[src/rtl/psum_accumulator.sv]
// Temporal partial-sum accumulator: sums len consecutive products from the multiplier
// switch and queues each dot-product result in a show-ahead FIFO for the reduction network.
module psum_accumulator #(
    parameter int OUT_DATA_TYPE = 32,
    parameter int CNT_WIDTH     = 8,
    parameter int FIFO_DEPTH    = 4
) (
    input  logic                             CLK,
    input  logic                             rst,
    input  logic                             i_cfg_valid,
    input  logic [CNT_WIDTH-1:0]             i_vec_len,
    input  logic                             i_valid,
    input  logic [OUT_DATA_TYPE-1:0]         i_data,
    input  logic                             i_ready,
    output logic                             o_valid,
    output logic [OUT_DATA_TYPE-1:0]         o_data,
    output logic [$clog2(FIFO_DEPTH):0]      o_count,
    output logic                             o_busy,
    output logic                             o_overflow
);

    localparam int PTR_W = $clog2(FIFO_DEPTH);
    localparam int CNT_W = PTR_W + 1;

    typedef enum logic {
        IDLE  = 1'b0,
        ACCUM = 1'b1
    } state_t;

    state_t                   state, state_next;
    logic [CNT_WIDTH-1:0]     len;
    logic [CNT_WIDTH-1:0]     cnt;
    logic [OUT_DATA_TYPE-1:0] acc;

    logic [OUT_DATA_TYPE-1:0] mem [FIFO_DEPTH];
    logic [PTR_W-1:0]         wr_ptr;
    logic [PTR_W-1:0]         rd_ptr;
    logic [CNT_W-1:0]         count;

    logic                     cfg_load;
    logic                     accept;
    logic                     last;
    logic                     push;
    logic                     pop;
    logic                     full;
    logic                     push_ok;
    logic [OUT_DATA_TYPE-1:0] sum;

    always_ff @(posedge CLK or posedge rst) begin
        if (rst) begin
            state <= IDLE;
        end else begin
            state <= state_next;
        end
    end

    // A config in the same cycle as a product takes priority and the product is discarded.
    always_comb begin
        state_next = state;
        cfg_load   = i_cfg_valid && (i_vec_len != '0);
        accept     = (state == ACCUM) && i_valid && !cfg_load;
        last       = (cnt == len - CNT_WIDTH'(1));
        sum        = (cnt == '0) ? i_data : acc + i_data;
        push       = accept && last;
        pop        = o_valid && i_ready;
        full       = (count == CNT_W'(FIFO_DEPTH));
        push_ok    = push && (!full || pop);
        if (cfg_load) begin
            state_next = ACCUM;
        end
    end

    always_ff @(posedge CLK or posedge rst) begin
        if (rst) begin
            len <= '0;
            cnt <= '0;
            acc <= '0;
        end else if (cfg_load) begin
            len <= i_vec_len;
            cnt <= '0;
            acc <= '0;
        end else if (accept) begin
            if (last) begin
                cnt <= '0;
                acc <= '0;
            end else begin
                cnt <= cnt + CNT_WIDTH'(1);
                acc <= sum;
            end
        end
    end

    always_ff @(posedge CLK) begin
        if (push_ok) begin
            mem[wr_ptr] <= sum;
        end
    end

    always_ff @(posedge CLK or posedge rst) begin
        if (rst) begin
            wr_ptr     <= '0;
            rd_ptr     <= '0;
            count      <= '0;
            o_overflow <= 1'b0;
        end else begin
            if (push_ok) begin
                wr_ptr <= wr_ptr + PTR_W'(1);
            end
            if (pop) begin
                rd_ptr <= rd_ptr + PTR_W'(1);
            end
            if (push_ok && !pop) begin
                count <= count + CNT_W'(1);
            end else if (pop && !push_ok) begin
                count <= count - CNT_W'(1);
            end
            if (push && !push_ok) begin
                o_overflow <= 1'b1;
            end
        end
    end

    assign o_valid = (count != '0);
    assign o_data  = o_valid ? mem[rd_ptr] : '0;
    assign o_count = count;
    assign o_busy  = (cnt != '0);

endmodule

[config.mk]
export PLATFORM = sky130hd
export DESIGN_NAME = psum_accumulator
export DESIGN_NICKNAME = d
export VERILOG_FILES = /design/src/rtl/psum_accumulator.sv
export SDC_FILE = /design/constraint.sdc
export NUM_CORES = 1
export LEC_CHECK = 0
export ABC_CLOCK_PERIOD_IN_PS = 5000
export CAP_MARGIN = 20
export CORE_MARGIN = 8
export CORE_UTILIZATION = 40
export CTS_CLUSTER_DIAMETER = 80
export DETAILED_ROUTE_END_ITERATION = 8
export GPL_ROUTABILITY_DRIVEN = 1
export GPL_TIMING_DRIVEN = 1
export HOLD_SLACK_MARGIN = 0.1
export PLACE_DENSITY = 0.59
export SYNTH_ARGS = -nofsm -noshare
export SYNTH_HDL_FRONTEND = slang
export SYNTH_SLANG_ARGS = --single-unit
[constraint.sdc]
create_clock -name CLK -period 5 [get_ports CLK]
set_input_delay 1 -clock CLK [delete_from_list [all_inputs] [get_ports CLK]]
set_output_delay 1 -clock CLK [all_outputs]
set_load 0.1 [all_outputs]
==> metrics.csv <==
metric;value;unit
p_int;3.25;mW
nNetsFinal;922;
clk_latency;430;ps
wl_per_cell;19.0;µm
power_density;543;nW/µm²
dp_hpwl;14.9;mm
hold_buffers;0;
cts.repair.resized;0;
synth_cell_types;65;
synth.avg_cell_area;12.6;µm²
pwr-share-seq;30.9;%
fmax;0.260;GHz
yosysMostFrequentCell;edfxtp_1;
first_iter_violations;297;
min_period;3850;ps
die_h;170;µm
yosysTopAreaCell;edfxtp_1;
ys_seq_elements;185;
die_w;170;µm
vias;6247;
drc;0;
power_frac_comb;47.3;%
outcome;completed;
h-tree-depth;4;
startpoint;i_data[0];
r2r_cells;10;
synth.cell_area;9520;µm²
setup_viol;0;
start_util;40.7;%
hp-class;reg -> reg;
fin_skew;13.7;ps
core;23400;µm²
synth_top_area_share;40.4;%
ys_seq_area_share;55.3;%
pwr-share-clk;21.7;%
syn_inst;757;
cellLeakagePower;4.37;nW
rows;56;
synthTopCellsByArea;edfxtp_1 40%, dfrtp_1 15%, mux4_2 7.6%;
wirelength;22.2;mm
rrSetupSlack;1770;ps
fill_cells;2145;
worstMarginPinSlew;982;ps
drive_gt1_share;15.5;%
dieArea;29000;µm²
crit_required;5170;ps
track_usage;15.9;%
p_switching;2.83;mW
overflow;0;
antenna_found_initial;0;
critPathCapture;mem[2][24];
crit_type;in -> reg;
ctsLongestPathBuffers;2;
numCtsBuffers;17;
firstDrtPassIters;5;
cp_data_arrival_time;4020;ps
ios;83;
hold_ws;461;ps
maxCapViolations;0;
cts_setup_buffers;0;
switching_share;46.6;%
slew_headroom;34.5;%
start_kind;primary input;
io_buffers;82;
maxSlewViolCount;0;
finalCritPeriodShare;77.0;%
tritoncts;built;
synth_commonest_cells;128 x edfxtp_1, 87 x nand2_1, 57 x dfrtp_1, 41 x a21oi_1, 40 x and2_1;
clk_pin_slew;80;ps
rsz0062_at_grt;no;
grt_pass1_wl;35.8;mm
synth_ff_type;edfxtp_1;
vdd_drop_max;0.000446;V
async_flop_share;30.8;%
synth_edf_count;128;
grt_pass1_vias;6599;
syn-num-nets;843;
hold_viol_final;0;
viasPerCell;5.35;
regToRegEndpoint;mem[2][24];
yosysWarnings;0;
r2r_start;acc[0];
setup_tns;0;ps
grt_start_max_net_pins;41;
cts-root-buf;clkbuf_16;
end_kind;register;
cp_max_fo;4;
syn2layout_area_growth;17.7;%
clock-sinks;185;
diodes;0;
place.gp.congestion;0.814;
ant_nets;0;
-- stage by stage --
step / cell area, µm² / total power, mW / cells / setup slack [ps] / util (%)
finish: 11200 / 6.08 / 1168 / 1150 / 47.9
global route: 11200 / 6.36 / 1168 / 934 / 47.9
CTS: 11200 / 6.16 / 1168 / 1170 / 47.9
detailed placement: 10600 / 4.83 / 1136 / 716 / 45.4
global placement: 10600 / 4.82 / 1136 / 738 / 45.4
floorplan: 9520 / 4.18 / 757 / 737 / -
-- layout by cell type (no fill, tap or decap), types with 4 or more instances in the layout --
cell type / Yosys / final
a21boi_0: 4 / 4
a21o_1: 13 / 13
a21oi_1: 41 / 41
a22o_1: 31 / 31
a31oi_1: 8 / 8
and2_1: 40 / 40
and3_1: 10 / 10
and4_1: 4 / 4
buf_4: 0 / 47
clkbuf_16: 0 / 17
clkdlybuf4s50_1: 0 / 49
clkinv_8: 0 / 5
dfrtp_1: 57 / 56
edfxtp_1: 128 / 128
ha_1: 39 / 39
inv_1: 19 / 18
inv_6: 0 / 5
mux2i_1: 4 / 4
mux4_2: 32 / 32
nand2_1: 87 / 87
nand2b_1: 5 / 5
nand3_1: 12 / 12
nand4_1: 8 / 8
nor2_1: 33 / 33
nor3_1: 8 / 8
nor4_1: 4 / 4
o211ai_1: 4 / 4
o21a_1: 4 / 4
o21ai_0: 23 / 23
o21ai_1: 5 / 5
o21bai_1: 7 / 7
o31ai_1: 6 / 6
xnor2_1: 25 / 25
xor2_1: 19 / 19
-- flip-flops by register name, summed over array words and instances, names as in the netlist --
name,cells
acc,32
cnt,8
len,8
mem,128
o_count,3
o_overflow,1
rd_ptr,2
state,1
wr_ptr,2
-- kinds of logic (layout without fill, tap and decap cells) --
group                    count (synthesis)  after routing  synth area share (%)
buffers and inverters                   55            147                  2.34
XOR/XNOR                                44             44                  4.05
flip-flops                             185            185                  55.3
multiplexers                            38             38                  8.22
AO/OA/AOI/OAI                          166            166                  12.4
AND/OR/NAND/NOR                        228            228                  12.1
adder cells (fa/ha/maj)                 41             41                  5.54
-- worst max-delay path: stages --
cell and delay (ps):
clkdlybuf4s50_1 420, ha_1 230, fa_1 440, a211o_1 310, a21oi_4 200, o21ai_2 110
a31oi_1 380, o31ai_2 170, a221oi_2 280, mux2i_1 340, nor2_1 130
-- metal layers --
metal / routed length, µm / global-route usage [%] / up-vias
met4: 273 / 3.97 / 0
met1: 10000 / 20.1 / 3105
met5: 0 / 0 / -
li1: - / - / 3008
met2: 11000 / 27.1 / 118
met3: 923 / 3.64 / 16
-- layout make-up --
| class | instances | area, µm² | share of cell area (%) |
|---|---|---|---|
| inverters | 19 | 71.3 | 0.636 |
| well taps | 319 | 399 | 3.56 |
| multi-input cells | 517 | 4040 | 36.0 |
| clock inverters | 14 | 161 | 1.44 |
| clock buffers | 18 | 429 | 3.83 |
| flip-flops and latches | 185 | 5270 | 47.0 |
| repair buffers | 96 | 843 | 7.52 |
-- power by group through the flow --
stage                     Sequential (mW)  Clock [mW]  Combinational (mW)
after global placement               1.92           0                2.90
after global routing                 1.90        1.41                3.04
after floorplan                      1.92           0                2.26
final                                1.88        1.32                2.88
after CTS                            1.89        1.35                2.92
after detailed placement             1.92           0                2.91
-- worst min path at each step --
| stage | cells past startpoint | slack, ps | to | start |
|---|---|---|---|---|
| final | 1 | 460 | o_overflow | o_overflow |
| after floorplan | 2 | 450 | acc[29] | acc[29] |
| after detailed placement | 1 | 450 | o_overflow | o_overflow |
| after global placement | 1 | 440 | o_overflow | o_overflow |
| after global routing | 1 | 490 | o_overflow | o_overflow |
| after CTS | 1 | 470 | o_overflow | o_overflow |
Power figures use the tool's default switching activity.
